$ cat src/rtl/rvv_pkg.sv
`default_nettype none
// +----------------------------------------------------------------------------+
// | rvv_pkg                                                                    |
// | Shared vtype encodings, register-file geometry and mask helpers for the    |
// | vector sequencer slice.                                                    |
// | Revision: 1.0                                                              |
// +----------------------------------------------------------------------------+
package rvv_pkg;

  localparam int VLEN    = 128;
  localparam int VLENB   = VLEN / 8;
  localparam int VREG_AW = 5;

  localparam logic [2:0] SEW_8  = 3'd0;
  localparam logic [2:0] SEW_16 = 3'd1;
  localparam logic [2:0] SEW_32 = 3'd2;
  localparam logic [2:0] SEW_64 = 3'd3;

  localparam logic [2:0] LMUL_1 = 3'd0;
  localparam logic [2:0] LMUL_2 = 3'd1;
  localparam logic [2:0] LMUL_4 = 3'd2;
  localparam logic [2:0] LMUL_8 = 3'd3;

  // Elements per register for a legal SEW encoding.
  function automatic logic [4:0] epr_of(input logic [1:0] sew_enc);
    return 5'd16 >> sew_enc;
  endfunction

  // Low-order byte mask with nbytes ones; 16 bytes yields all ones.
  function automatic logic [VLENB-1:0] bytes_to_mask(input logic [4:0] nbytes);
    logic [VLENB:0] one_v;
    logic [VLENB:0] m;
    one_v    = '0;
    one_v[0] = 1'b1;
    m        = (one_v << nbytes) - one_v;
    return m[VLENB-1:0];
  endfunction

endpackage

`default_nettype wire

$ cat src/rtl/rvv_wb_delay.sv
`default_nettype none
// +----------------------------------------------------------------------------+
// | rvv_wb_delay                                                               |
// | EX_LAT-deep valid/wa/wbe shift line feeding registered write-back outputs, |
// | with an empty flag covering the in-flight stages.                          |
// | Revision: 1.0                                                              |
// +----------------------------------------------------------------------------+
module rvv_wb_delay
  import rvv_pkg::*;
#(
  parameter int EX_LAT = 1,
  parameter int WBE_W  = 16
) (
  input  logic               clk,
  input  logic               rst,
  input  logic               i_valid,
  input  logic [VREG_AW-1:0] i_wa,
  input  logic [WBE_W-1:0]   i_wbe,
  output logic               o_wen,
  output logic [VREG_AW-1:0] o_wa,
  output logic [WBE_W-1:0]   o_wbe,
  output logic               o_empty
);

  logic [EX_LAT-1:0]  r_vld;
  logic [VREG_AW-1:0] r_wa  [EX_LAT];
  logic [WBE_W-1:0]   r_wbe [EX_LAT];
  logic               r_wen;
  logic [VREG_AW-1:0] r_wa_out;
  logic [WBE_W-1:0]   r_wbe_out;

  always_ff @(posedge clk or negedge rst) begin
    if (!rst) begin
      r_vld <= '0;
      for (int i = 0; i < EX_LAT; i++) begin
        r_wa[i]  <= '0;
        r_wbe[i] <= '0;
      end
    end else begin
      r_vld[0] <= i_valid;
      r_wa[0]  <= i_wa;
      r_wbe[0] <= i_wbe;
      for (int i = 1; i < EX_LAT; i++) begin
        r_vld[i] <= r_vld[i-1];
        r_wa[i]  <= r_wa[i-1];
        r_wbe[i] <= r_wbe[i-1];
      end
    end
  end

  // Address and mask read as zero whenever no write is presented.
  always_ff @(posedge clk or negedge rst) begin
    if (!rst) begin
      r_wen     <= 1'b0;
      r_wa_out  <= '0;
      r_wbe_out <= '0;
    end else begin
      r_wen     <= r_vld[EX_LAT-1];
      r_wa_out  <= r_vld[EX_LAT-1] ? r_wa[EX_LAT-1]  : '0;
      r_wbe_out <= r_vld[EX_LAT-1] ? r_wbe[EX_LAT-1] : '0;
    end
  end

  assign o_wen   = r_wen;
  assign o_wa    = r_wa_out;
  assign o_wbe   = r_wbe_out;
  assign o_empty = ~|r_vld;

endmodule

`default_nettype wire

$ cat src/rtl/rvv_vseq.sv
`default_nettype none
// +----------------------------------------------------------------------------+
// | rvv_vseq                                                                   |
// | Vector micro-op sequencer: expands one whole-group instruction into        |
// | per-register read/ALU micro-ops and delayed write-backs, then waits for    |
// | the write-backs to retire. RVV_VSEQ_TAIL_MASK_EN enables tail byte masks.  |
// | Revision: 1.0                                                              |
// +----------------------------------------------------------------------------+
module rvv_vseq #(
  parameter int EX_LAT = 1,
  parameter int VLEN   = 128
) (
  input  logic              clk,
  input  logic              rst,
  input  logic              in_valid,
  output logic              in_ready,
  input  logic [4:0]        in_vs1,
  input  logic [4:0]        in_vs2,
  input  logic [4:0]        in_vd,
  input  logic [2:0]        in_op,
  input  logic [8:0]        vl,
  input  logic [2:0]        sew_enc,
  input  logic [2:0]        lmul_enc,
  input  logic              stall,
  output logic [4:0]        raA,
  output logic [4:0]        raB,
  output logic              rd_valid,
  output logic [2:0]        valu_op,
  output logic [4:0]        wa,
  output logic              wen,
  output logic [VLEN/8-1:0] wbe,
  output logic              busy,
  output logic              done,
  output logic              err
);
  import rvv_pkg::*;

  localparam int         c_WBE_W    = VLEN / 8;
  localparam logic [1:0] c_ST_IDLE  = 2'd0;
  localparam logic [1:0] c_ST_ISSUE = 2'd1;
  localparam logic [1:0] c_ST_DRAIN = 2'd2;

  logic [1:0]         r_state;
  logic [1:0]         w_state_nxt;

  logic [4:0]         r_vs1;
  logic [4:0]         r_vs2;
  logic [4:0]         r_vd;
  logic [2:0]         r_op;
  logic [3:0]         r_nregs;
  logic [3:0]         r_k;
  logic               r_ill;

  logic               r_rd_valid;
  logic [4:0]         r_raA;
  logic [4:0]         r_raB;
  logic [2:0]         r_valu_op;
  logic               r_done;
  logic               r_err;

  logic               w_accept;
  logic               w_issue;
  logic               w_last;
  logic               w_drained;
  logic               w_wb_empty;
  logic               w_ill;
  logic [4:0]         w_epr_in;
  logic [9:0]         w_groups;
  logic [3:0]         w_lmax;
  logic [3:0]         w_nregs;
  logic [4:0]         w_k5;
  logic [4:0]         w_wa_in;
  logic [c_WBE_W-1:0] w_wbe_in;

  // Register count at accept: ceil(vl/epr) clamped to the LMUL group size.
  always_comb begin
    w_ill    = (sew_enc > SEW_64) || (lmul_enc > LMUL_8);
    w_epr_in = epr_of(sew_enc[1:0]);
    w_groups = ({1'b0, vl} + {5'd0, w_epr_in} - 10'd1) >> (3'd4 - {1'b0, sew_enc[1:0]});
    w_lmax   = 4'd1 << lmul_enc[1:0];
    if (w_ill) begin
      w_nregs = 4'd0;
    end else if (w_groups < {6'd0, w_lmax}) begin
      w_nregs = w_groups[3:0];
    end else begin
      w_nregs = w_lmax;
    end
  end

  always_ff @(posedge clk or negedge rst) begin
    if (!rst) begin
      r_state <= c_ST_IDLE;
    end else begin
      r_state <= w_state_nxt;
    end
  end

  always_comb begin
    w_state_nxt = r_state;
    case (r_state)
      c_ST_IDLE: begin
        if (w_accept) begin
          w_state_nxt = (w_nregs == 4'd0) ? c_ST_DRAIN : c_ST_ISSUE;
        end
      end
      c_ST_ISSUE: begin
        if (w_last) begin
          w_state_nxt = c_ST_DRAIN;
        end
      end
      c_ST_DRAIN: begin
        if (w_wb_empty) begin
          w_state_nxt = c_ST_IDLE;
        end
      end
      default: w_state_nxt = c_ST_IDLE;
    endcase
  end

  always_comb begin
    in_ready  = (r_state == c_ST_IDLE);
    busy      = (r_state != c_ST_IDLE);
    w_accept  = in_valid & in_ready;
    w_issue   = (r_state == c_ST_ISSUE) & ~stall;
    w_last    = w_issue & (r_k == (r_nregs - 4'd1));
    w_drained = (r_state == c_ST_DRAIN) & w_wb_empty;
  end

  always_ff @(posedge clk or negedge rst) begin
    if (!rst) begin
      r_vs1   <= '0;
      r_vs2   <= '0;
      r_vd    <= '0;
      r_op    <= '0;
      r_nregs <= '0;
      r_ill   <= 1'b0;
      r_k     <= '0;
    end else if (w_accept) begin
      r_vs1   <= in_vs1;
      r_vs2   <= in_vs2;
      r_vd    <= in_vd;
      r_op    <= in_op;
      r_nregs <= w_nregs;
      r_ill   <= w_ill;
      r_k     <= '0;
    end else if (w_issue) begin
      r_k     <= r_k + 4'd1;
    end
  end

  assign w_k5    = {1'b0, r_k};
  assign w_wa_in = r_vd + w_k5;

  // Read side holds its last address through stall bubbles; only rd_valid drops.
  always_ff @(posedge clk or negedge rst) begin
    if (!rst) begin
      r_rd_valid <= 1'b0;
      r_raA      <= '0;
      r_raB      <= '0;
      r_valu_op  <= '0;
      r_done     <= 1'b0;
      r_err      <= 1'b0;
    end else begin
      r_rd_valid <= w_issue;
      if (w_issue) begin
        r_raA     <= r_vs1 + w_k5;
        r_raB     <= r_vs2 + w_k5;
        r_valu_op <= r_op;
      end
      r_done <= w_drained;
      r_err  <= w_drained & r_ill;
    end
  end

`ifdef RVV_VSEQ_TAIL_MASK_EN
  logic [8:0] r_vl;
  logic [1:0] r_sew;
  logic [4:0] w_epr;
  logic [9:0] w_rem;
  logic [4:0] w_bytes;

  always_ff @(posedge clk or negedge rst) begin
    if (!rst) begin
      r_vl  <= '0;
      r_sew <= '0;
    end else if (w_accept) begin
      r_vl  <= vl;
      r_sew <= sew_enc[1:0];
    end
  end

  // Elements left for register k; only a short last register gets a partial mask.
  always_comb begin
    w_epr = epr_of(r_sew);
    w_rem = {1'b0, r_vl} - ({6'd0, r_k} << (3'd4 - {1'b0, r_sew}));
    if (w_rem >= {5'd0, w_epr}) begin
      w_bytes = 5'd16;
    end else begin
      w_bytes = w_rem[4:0] << r_sew;
    end
    w_wbe_in = bytes_to_mask(w_bytes);
  end
`else
  assign w_wbe_in = '1;
`endif

  rvv_wb_delay #(
    .EX_LAT (EX_LAT),
    .WBE_W  (c_WBE_W)
  ) u_wb_delay (
    .clk     (clk),
    .rst     (rst),
    .i_valid (w_issue),
    .i_wa    (w_wa_in),
    .i_wbe   (w_wbe_in),
    .o_wen   (wen),
    .o_wa    (wa),
    .o_wbe   (wbe),
    .o_empty (w_wb_empty)
  );

  assign rd_valid = r_rd_valid;
  assign raA      = r_raA;
  assign raB      = r_raB;
  assign valu_op  = r_valu_op;
  assign done     = r_done;
  assign err      = r_err;

endmodule

`default_nettype wire

$ cat config.mk
export PLATFORM = sky130hd
export DESIGN_NAME = rvv_vseq
export DESIGN_NICKNAME = d
export VERILOG_FILES = /design/src/rtl/rvv_pkg.sv /design/src/rtl/rvv_wb_delay.sv /design/src/rtl/rvv_vseq.sv
export SDC_FILE = /design/constraint.sdc
export NUM_CORES = 1
export LEC_CHECK = 0
export ABC_CLOCK_PERIOD_IN_PS = 2000
export CORE_ASPECT_RATIO = 1.2
export CORE_MARGIN = 8
export CORE_UTILIZATION = 55
export CTS_CLUSTER_SIZE = 16
export DETAILED_ROUTE_END_ITERATION = 16
export HOLD_SLACK_MARGIN = 0.1
export PLACE_DENSITY = 0.8
export REMOVE_ABC_BUFFERS = 1
export SETUP_SLACK_MARGIN = 0.02
export SLEW_MARGIN = 20
export SYNTH_ARGS = -nofsm -noshare
export SYNTH_HDL_FRONTEND = slang
export SYNTH_HIERARCHICAL = 1
export SYNTH_SLANG_ARGS = --single-unit
$ cat constraint.sdc
create_clock -name clk -period 2 [get_ports clk]
set_clock_uncertainty 0.1 [all_clocks]
set_input_delay 0.5 -clock clk [delete_from_list [all_inputs] [get_ports clk]]
set_output_delay 0.5 -clock clk [all_outputs]
set_load 0.005 [all_outputs]
Word-level counts from Yosys, hierarchy flattened --
Cells that the tools add are included.
Cells by class: add/subtract/negate cells 8, reduce and logical (&&, ||, !) cells 7, equal/unequal tests 6, bitwise gates (word level) 6, magnitude comparators 3, multiplexer cells 11, shifts and indexed selects 3
Operator list (count):
- $mux 16 | 1
- $mux 4 | 4
- $add 5x4->5 | 3
- $add 9x5->10 | 1
- $lt 10x4->1 | 1
- $shr 10x3->10 | 1
- $sub 10x1->10 const B | 1
- $mux 2 | 4
- $gt 3x2->1 const B | 2
- $pmux 2 s3 | 1
- $and 1x1->1 | 5
- $mux 5 | 1
- $shr 5x2->5 const A | 1
- $add 4x1->4 const B | 1
- $eq 4x4->1 | 1
- $logic_not 4->1 | 1
- $ne 2x2->1 const B | 2
- $reduce_bool 2->1 | 2
- $shl 1x2->4 const A | 1
- $sub 4x1->4 const B | 1
- $reduce_and 3->1 | 1
- $sub 3x2->3 const A | 1
- $eq 2x1->1 const B | 1
- $eq 2x2->1 const B | 1
- 5 further kinds | 5
Storage, ports and cells: output and inout port bits 40, word-level logic and storage cells 63, bits in registers 73

Logic depth before layout (Yosys ltp) --
Gate-level depths: netlist of the first run.
depth after elaboration 11, depth in mapped cells 24, gate-level depth less buffers 22

Cells and area by module --
The synthesis of the first run kept the hierarchy.
Modules (own cells, without submodules):
- rvv_vseq | cells each 392, times used 1, area an instance 3394.5 sq um, sequential area each 1126.1 sq um
- rvv_wb_delay | cells each 68, times used 1, area an instance 1272.5 sq um, sequential area each 1101.1 sq um

Worst setup path after synthesis of the first run --
OpenSTA, ideal clock, no wires.
path type in2reg, start point input sew_enc[0], end point register r_state[1], arrival 4.993 ns, stages 23, required time 1.776 ns, slack -3.217 ns, path buffers 4, cells stage by stage buf_1 > inv_1 > clkbuf_1 > ha_1 > clkbuf_1 > inv_1 > ha_1 > inv_1 > ha_1 > buf_6 > a21o_1 > a221oi_2 > nand3b_2 > mux2_2 > o21ai_0 > a21oi_2 > ha_1 > nand3_1 > a221oi_2 > o21ai_0 > o211ai_4 > nor4_4 > a211o_1
On the way: cells in the longest elaborated chain, start to end 11
RTL lines:
- start, declared | RTL line rvv_vseq.sv:22 | input logic [2:0] sew_enc,
- $shr 5x2->5 | RTL line rvv_pkg.sv:26 | return 5'd16 >> sew_enc;
- $add 9x5->10 | RTL line rvv_vseq.sv:79 | w_groups = ({1'b0, vl} + {5'd0, w_epr_in} - 10'd1) >> (3'd4 - {1'b0, sew_enc[1:0]});
- $sub 10x1->10 | RTL line rvv_vseq.sv:79
- $shr 10x3->10 | RTL line rvv_vseq.sv:79
- $lt 10x4->1 | RTL line rvv_vseq.sv:83 | end else if (w_groups < {6'd0, w_lmax}) begin
- $mux 4 | RTL line rvv_vseq.sv:83
- $mux 4 * | RTL line rvv_vseq.sv:81 | if (w_ill) begin
- $logic_not 4->1 * | RTL line rvv_vseq.sv:103 | w_state_nxt = (w_nregs == 4'd0) ? c_ST_DRAIN : c_ST_ISSUE;
- $mux 2 * | RTL line rvv_vseq.sv:103
- $mux 2 * | RTL line rvv_vseq.sv:102 | if (w_accept) begin
- $pmux 2 s3 * | RTL line rvv_vseq.sv:100 | case (r_state)
- end signal, assigned | RTL line rvv_vseq.sv:92 | r_state <= c_ST_IDLE;
- end signal, assigned | RTL line rvv_vseq.sv:94 | r_state <= w_state_nxt;
- end, declared | RTL line rvv_vseq.sv:43 | logic [1:0] r_state;
Every way passes the cells marked *; elsewhere a longest branch is shown, timed or not. The select of a mux whose other input is x is not followed. A chain may end at the register's enable or synchronous reset.

Worst setup path after layout of the first run --
start point input sew_enc[1], end point register r_nregs[0]
On the way: cells in the longest elaborated chain, start to end 7
RTL lines:
- $shr 5x2->5 | RTL line rvv_pkg.sv:26
- $add 9x5->10 | RTL line rvv_vseq.sv:79
- $sub 10x1->10 | RTL line rvv_vseq.sv:79
- $shr 10x3->10 | RTL line rvv_vseq.sv:79
- $lt 10x4->1 | RTL line rvv_vseq.sv:83
- $mux 4 | RTL line rvv_vseq.sv:83
- $mux 4 * | RTL line rvv_vseq.sv:81
- end signal, assigned | RTL line rvv_vseq.sv:143 | r_nregs <= w_nregs;
- end, declared | RTL line rvv_vseq.sv:50 | logic [3:0] r_nregs;
Every way passes the cells marked *; elsewhere a longest branch is shown, timed or not.

==> reports/metrics.csv, run 1 <==
stage,metric,value,unit
outcome,status,"finished, violations left",
outcome,violations,setup timing,
cells_and_area,area_delta_synth_final,39.8,%
route,wl_per_cell,15.4,µm
power,powerDensity,982,mW/mm²
clock_tree,cts-root-buf,clkbuf_8,
clock_tree,cts.path.max_buffers,2,
cells_and_area,final_nets,694,
logic_synthesis,synth.cells.most_frequent,"dfrtp_1 (89), nand2_1 (88), inv_1 (45)",
worst_setup_path,slowest_stage,fa_2,
timing,fin_ws,-2.21,ns
logic_synthesis,avgSynthCellArea,10.1,µm²
timing,drv_slew,0,
floorplanning,die_height,117,µm
worst_setup_path,crit_buf_inv,4,
timing,rsz0062_at_grt,true,
place,portBuffers,76,
global_route,grt_usage,20.5,%
logic_synthesis,synth.most_common_cell,dfrtp_1,
timing,period_share,210,%
route,firstDrtPassIters,4,
timing,maxSlewHeadroom,63.6,%
worst_setup_path,worstPathCellList,"buf_8, buf_6, ha_1, inv_1, ha_4, fa_2, and2b_2, o2111ai_4, a21oi_2, a311oi_2, mux2i_1, o221ai_1, mux2i_1, ha_1, a21o_1, a21oi_2, o21a_1, o221a_4, o211ai_4, buf_6, mux2i_1, o22ai_1",
worst_setup_path,cp-end-kind,flip-flop,
global_route,grt_max_degree,39,
clock_tree,cts_made_buffers,9,
route,vias,3802,
floorplanning,coreArea,0.00843,mm²
worst_setup_path,cp-start-kind,primary input,
place,pre_cts_ws,-3.30,ns
route,ant_nets,0,
worst_setup_path,cpMostUsedCell,mux2i_1,
job,drv_cap,0,
route,dr_wl_met3,502,µm
logic_synthesis,netlist_area,0.00467,mm²
route,drt-vias-per-instance,5.12,
timing,setup_tns,-13.04,ns
clock_tree,cts_max_level,3,
route,drc,0,
timing,finalSetupViolations,6,
floorplanning,num_rows,37,
worst_setup_path,critPathMaxFanout,5,
power,peakVddDrop,460,µV
floorplanning,die_area,0.0117,mm²
place,gp_congestion,0.913,
clock_tree,insertion_delay,0.36,ns
cells_and_area,final_cells,742,
clock_tree,cts.sinks,89,
global_route,antenna_found_initial,0,
worst_setup_path,required,2.14,ns
global_route,grt_overflow_total,0,
timing,finalHoldViolCount,0,
logic_synthesis,ys.warnings.count,6,
logic_synthesis,synth_seq_cells,89,
route,met1_length,4170,µm
global_route,grt_pass1_vias,4036,
timing,tightest_slew,0.546,ns
place,place_inst,714,
route,drt_iter0_markers,206,
worst_setup_path,critical-path-top-delay-family,compound AO/OA/AOI/OAI gates,
cells_and_area,diodes,0,
clock_tree,clk_pin_slew,0.08,ns
cells_and_area,fin_util,77.4,%
timing,clock.fmax,238,MHz
place,post-dp-hpwl,8210,µm
logic_synthesis,synth.distinct_cells,59,
global_route,grt_pass1_wl,18600,µm
logic_synthesis,yosys.area.top_type_share,47.7,%
floorplanning,dieWidth,100,µm
clock_tree,cts_tree,built,
floorplanning,initial_core_util,55.4,%
worst_setup_path,arrival,4.34,ns
cells_and_area,final_layout_size_suffix_gt1_share,24.2,%
route,wl,11400,µm
timing,period_needed,4.21,ns
worst_setup_path,slowest_delay,0.38,ns
floorplanning,io_pins,77,
logic_synthesis,synth_ff_type,dfrtp_1,
worst_setup_path,critical_path_class,primary input to flip-flop,
route,top_layer,met4,
logic_synthesis,async_flop_share,100,%
logic_synthesis,yosysSeqAreaShare,47.7,%
logic_synthesis,syn_inst,460,
power,cellLeakagePower,0.00323,µW
logic_synthesis,synth_edf_count,0,
logic_synthesis,synth_top_cells_by_area,"dfrtp_1 (48%), ha_1 (8.8%), nand2_1 (7.1%), inv_1 (3.6%), xnor2_1 (2.1%)",
cells_and_area,fillers,578,
hold_path,min_path_type,flip-flop to flip-flop,
logic_synthesis,synth_top_area_cell,dfrtp_1,
route,dr_wl_met2,6360,µm
worst paths after layout:
kind,endpoint,depth (start not counted),slack (ns),start
worst max-delay path,r_nregs[0]$_DFFE_PN0P_,22,-2.21,sew_enc[1]
worst min-delay path,u_wb_delay/o_wa[3]$_DFF_PN0_,1,0.36,u_wb_delay/r_wa[3]$_DFF_PN0_
worst max register to register,r_state[0]$_DFFE_PN0P_,7,0.13,r_nregs[0]$_DFFE_PN0P_
worst min register to register,u_wb_delay/o_wa[3]$_DFF_PN0_,1,0.36,u_wb_delay/r_wa[3]$_DFF_PN0_
max in group asynchronous,raB[0]$_DFFE_PN0P_,3,0.71,rst
min in group asynchronous,u_wb_delay/o_wen$_DFF_PN0_,2,0.55,rst
state kept, by name, summed over array words and instances (netlist names), 2 cells and up:
name	count
u_wb_delay/r_wbe	16
r_vs2	5
r_k	4
r_op	3
r_nregs	4
valu_op	3
raB	5
r_vd	5
raA	5
u_wb_delay/o_wa	5
u_wb_delay/o_wbe	16
r_vs1	5
u_wb_delay/r_wa	5
r_state	2
power by group:
part           internal [µW]  total (µW)  switching [µW]
Combinational           1370        2640            1270
Clock                    607        1210             600
Sequential              2280        2560             277
metrics by stage:
step | area [µm²] | power, µW | hold slack (ns)
2_1_floorplan | 4610 | 3770 | 0.104
3_3_place_gp | 6030 | 4870 | 0.337
3_5_place_dp | 6030 | 4990 | 0.342
4_1_cts | 6490 | 6420 | 0.360
5_1_grt | 6520 | 6860 | 0.383
6_report | 6520 | 6400 | 0.362
repair_timing:
item | CTS | global route
gates resized for setup | 57 | 10
setup buffers | 10 | 1
endpoints found under the hold margin | 35 | 0
endpoints found under the setup margin | 9 | 8
hold buffers | 1 | 0
gates cloned | 0 | 0
pin swaps | 24 | 17
layout make-up:
class,count,area (µm²),share of cell area (%)
tap,117,146,2.24
clock buffer,11,141,2.17
clock inverter,5,55.1,0.844
sequential,89,2230,34.2
inverter,46,180,2.76
multi-input combinational,321,2390,36.6
timing repair buffer,153,1380,21.2
metal layers:
layer / vias to the layer above / global-route usage [%]
met2: 91 / 39.0
met3: 30 / 4.02
met5: - / 0
met1: 1855 / 20.5
li1: 1826 / -
met4: 0 / 10.9
layout by cell type, fill, tap and decap left out, drive strengths merged, types with 3 or more instances in the layout:
cell	netlist	routed
a211oi	5	5
a21o	10	10
a21oi	18	18
and2	25	25
buf	6	79
clkbuf	13	12
clkdlybuf4s50	0	67
clkinv	1	3
conb	1	16
dfrtp	89	89
dlygate4sd2	0	3
fa	4	4
ha	33	33
inv	45	45
mux2i	8	8
nand2	88	88
nand3	5	5
nor2	14	14
nor2b	5	5
nor3	4	4
o211ai	4	4
o21ai	20	20
o22ai	3	3
xnor2	11	11
xor2	12	12
cell families (layout without fill, tap and decap cells):
group,after synthesis,after routing,share of synthesized area [%]
XOR/XNOR,23,23,4.48
AO/OA/AOI/OAI,81,81,12.9
multiplexers,10,10,2.20
buffers and inverters,65,215,6.03
other,1,16,0.0804
flip-flops,89,89,47.7
adder cells (fa/ha/maj),37,37,10.6
AND/OR/NAND/NOR,154,154,16.0
Power figures use the tool's default switching activity.
==> run 2: changes to the inputs <==
--- a/config.mk
+++ b/config.mk
@@ -5,7 +5,7 @@
 export SDC_FILE = /design/constraint.sdc
 export NUM_CORES = 1
 export LEC_CHECK = 0
-export ABC_CLOCK_PERIOD_IN_PS = 2000
+export ABC_CLOCK_PERIOD_IN_PS = 4500
 export CORE_ASPECT_RATIO = 1.2
 export CORE_MARGIN = 8
 export CORE_UTILIZATION = 55
==> constraint.sdc (replaced) <==
create_clock -name clk -period 4.5 [get_ports clk]
set_clock_uncertainty 0.1 [all_clocks]
set_input_delay 1.125 -clock clk [delete_from_list [all_inputs] [get_ports clk]]
set_output_delay 1.125 -clock clk [all_outputs]
set_load 0.005 [all_outputs]
==> run 2 against run 1 <==
  * The run still ends with setup timing left
  * Sequential share of layout area rose by 0.98 points
  * Cell count down 2.6%
  * Worst setup slack improved by 1.8 ns
  * Combinational power down 58%
  * Routed wire length fell by 6.3%
==> reports/metrics.csv, run 2 (same netlist as run 1, synthesis figures left out) <==
stage,metric,value,unit,change
floorplanning,die_height,117,µm,unchanged
clock_tree,cts.sinks,89,,unchanged
timing,rsz0062_at_grt,true,,
power,peakVddDrop,196,µV,-57%
floorplanning,die_area,0.0117,mm²,unchanged
outcome,status,"finished, violations left",,
clock_tree,clk_pin_slew,0.09,ns,about the same
route,ant_nets,0,,unchanged
global_route,grt_pass1_vias,3741,,-7.3%
worst_setup_path,cp-start-kind,primary input,,
floorplanning,coreArea,0.00843,mm²,unchanged
floorplanning,io_pins,77,,unchanged
timing,maxSlewHeadroom,49.0,%,-15 points
place,post-dp-hpwl,7610,µm,-7.4%
power,switching_power,939,µW,-56%
cells_and_area,fin_util,75.2,%,-2.2 points
worst_setup_path,arrival,5.02,ns,+0.68 ns
place,portBuffers,76,,unchanged
cells_and_area,seq_area,0.00223,mm²,about the same
power,combPwrFrac,40.0,%,-1.2 points
timing,fin_ws,-0.381,ns,+1.83 ns
floorplanning,initial_core_util,55.4,%,unchanged
route,drt_iter0_markers,166,,-19%
worst_setup_path,critPathMaxFanout,5,,unchanged
route,firstDrtPassIters,4,,unchanged
cells_and_area,area_delta_synth_final,35.8,%,
global_route,antenna_found_initial,0,,unchanged
global_route,grt_pass1_wl,17300,µm,-6.6%
clock_tree,cts_tree,built,,
cells_and_area,final_cells,723,,-2.6%
timing,period_share,108,%,
route,wl,10700,µm,-6.3%
timing,finalSetupViolations,6,,unchanged
cells_and_area,final_nets,675,,-2.7%
job,drv_cap,0,,unchanged
timing,tightest_slew,0.764,ns,+0.218 ns
timing,period_needed,4.88,ns,
clock_tree,cts_max_level,3,,unchanged
global_route,grt_overflow_total,0,,unchanged
timing,setup_tns,-2.12,ns,+10.93 ns
power,switching_share,34.2,%,+0.62 points
power,cellLeakagePower,0.00311,µW,-3.7%
power,p_int,1810,µW,-57%
place,place_inst,693,,-2.9%
worst_setup_path,cp-end-kind,flip-flop,,
global_route,grt_usage,19.0,%,-1.5 points
cells_and_area,mostFrequentLayoutCells,"dfrtp_1 (89), nand2_1 (87), clkdlybuf4s50_1 (69)",,
cells_and_area,final_common_cell,dfrtp_1,,
cells_and_area,multiInputGateArea,0.00237,mm²,-0.68%
timing,finalHoldViolCount,0,,unchanged
timing,clock.fmax,205,MHz,
route,drc,0,,unchanged
place,gp_congestion,0.937,,+2.7%
floorplanning,dieWidth,100,µm,unchanged
power,pwr-share-clk,18.6,%,-0.2 points
hold_path,min_path_type,flip-flop to flip-flop,,
power,p_seq_share,41.4,%,+1.5 points
power,powerDensity,434,mW/mm²,-56%
timing,drv_slew,0,,unchanged
route,wl_per_cell,14.8,µm,-3.8%
outcome,violations,setup timing,,
clock_tree,cts-root-buf,clkbuf_8,,
clock_tree,cts_made_buffers,9,,unchanged
cells_and_area,final_layout_size_suffix_gt1_share,21.6,%,-2.5 points
clock_tree,insertion_delay,0.36,ns,about the same
cells_and_area,fillers,604,,+4.5%
power,total_power,2750,µW,-57%
cells_and_area,diodes,0,,unchanged
global_route,grt_max_degree,90,,+130%
worst_setup_path,critical_path_class,primary input to flip-flop,,
route,vias,3645,,-4.1%
clock_tree,cts.path.max_buffers,2,,unchanged
floorplanning,num_rows,37,,unchanged
timing,timing.hold.ws,0.358,ns,-0.00369 ns
route,drt-vias-per-instance,5.04,,-1.6%
worst_setup_path,required,4.64,ns,+2.50 ns
[run 2: critical path, stage by stage]
cell and delay [ns]:
buf_8 0.09, ha_4 0.13, inv_4 0.04, ha_4 0.26
inv_4 0.03, ha_4 0.15, inv_2 0.05, fa_2 0.19
and2b_2 0.24, o2111ai_4 0.26, a21oi_2 0.10, a311oi_2 0.26
mux2i_1 0.15, o221ai_1 0.24, mux2i_1 0.16, ha_1 0.35
nand3_1 0.14, a221oi_4 0.27, a2111oi_4 0.07, o211ai_4 0.29
buf_4 0.17, mux2i_1 0.19, o22ai_1 0.08
[run 2: final timing paths]
path,slack [ns],depth (start not counted),end,from
max,-0.38,23,r_nregs[1]$_DFFE_PN0P_,sew_enc[0]
min,0.36,1,u_wb_delay/o_wbe[15]$_DFF_PN0_,u_wb_delay/r_wbe[15]$_DFF_PN0_
max reg2reg,2.11,7,r_state[0]$_DFFE_PN0P_,r_state[1]$_DFFE_PN0P_
min reg2reg,0.36,1,u_wb_delay/o_wbe[15]$_DFF_PN0_,u_wb_delay/r_wbe[15]$_DFF_PN0_
max in group asynchronous,3.08,1,r_k[3]$_DFFE_PN0P_,rst
min in group asynchronous,0.73,1,u_wb_delay/o_wbe[1]$_DFF_PN0_,rst
[run 2: repair_timing]
| action | 4_1_cts | 5_1_grt |
|---|---|---|
| buffers inserted | 10 | 4 |
| gates cloned | 0 | 0 |
| setup endpoints to repair | 6 | 6 |
| resized for setup | 54 | 8 |
| hold buffers | 0 | 0 |
| pin swaps | 26 | 15 |
[run 2: stage by stage]
| stage | setup WS [ns] | instance area [µm²] |
|---|---|---|
| after CTS | -0.336 | 6280 |
| after floorplan | -0.823 | 4610 |
| after detailed placement | -1.44 | 5850 |
| after global placement | -1.25 | 5850 |
| after global routing | -0.556 | 6340 |
| final | -0.381 | 6340 |
[run 2: layout make-up]
type | instances | area share (%)
Clock buffer | 11 | 2.39
Clock inverter | 5 | 0.632
Inverter | 46 | 2.80
Multi-Input combinational cell | 321 | 37.4
Sequential cell | 89 | 35.1
Tap cell | 117 | 2.31
Timing Repair Buffer | 134 | 19.3
[run 2: metal layers]
layer / global-route usage [%] / vias up / wire (µm)
met3: 3.61 / 31 / 442
met4: 10.4 / 0 / 422
met2: 35.1 / 93 / 5700
met5: 0 / - / 0
met1: 19.9 / 1734 / 4150
li1: - / 1787 / -
[run 2: power by group through the flow]
stage	clock network [µW]	registers (µW)	logic (µW)
5_1_grt	550	1160	1230
4_1_cts	518	1140	1080
3_5_place_dp	0	1150	1010
3_3_place_gp	0	1140	970
2_1_floorplan	0	1130	544
6_report	511	1140	1100
==> run 3: changes to the inputs <==
--- a/config.mk
+++ b/config.mk
@@ -9,6 +9,7 @@
 export CORE_ASPECT_RATIO = 1.2
 export CORE_MARGIN = 8
 export CORE_UTILIZATION = 55
+export CTS_BUF_LIST = sky130_fd_sc_hd__clkbuf_8
 export CTS_CLUSTER_SIZE = 16
 export DETAILED_ROUTE_END_ITERATION = 16
 export HOLD_SLACK_MARGIN = 0.1
==> results of run 3 <==
Final layout, timing and power as in run 2 (identical DEF).
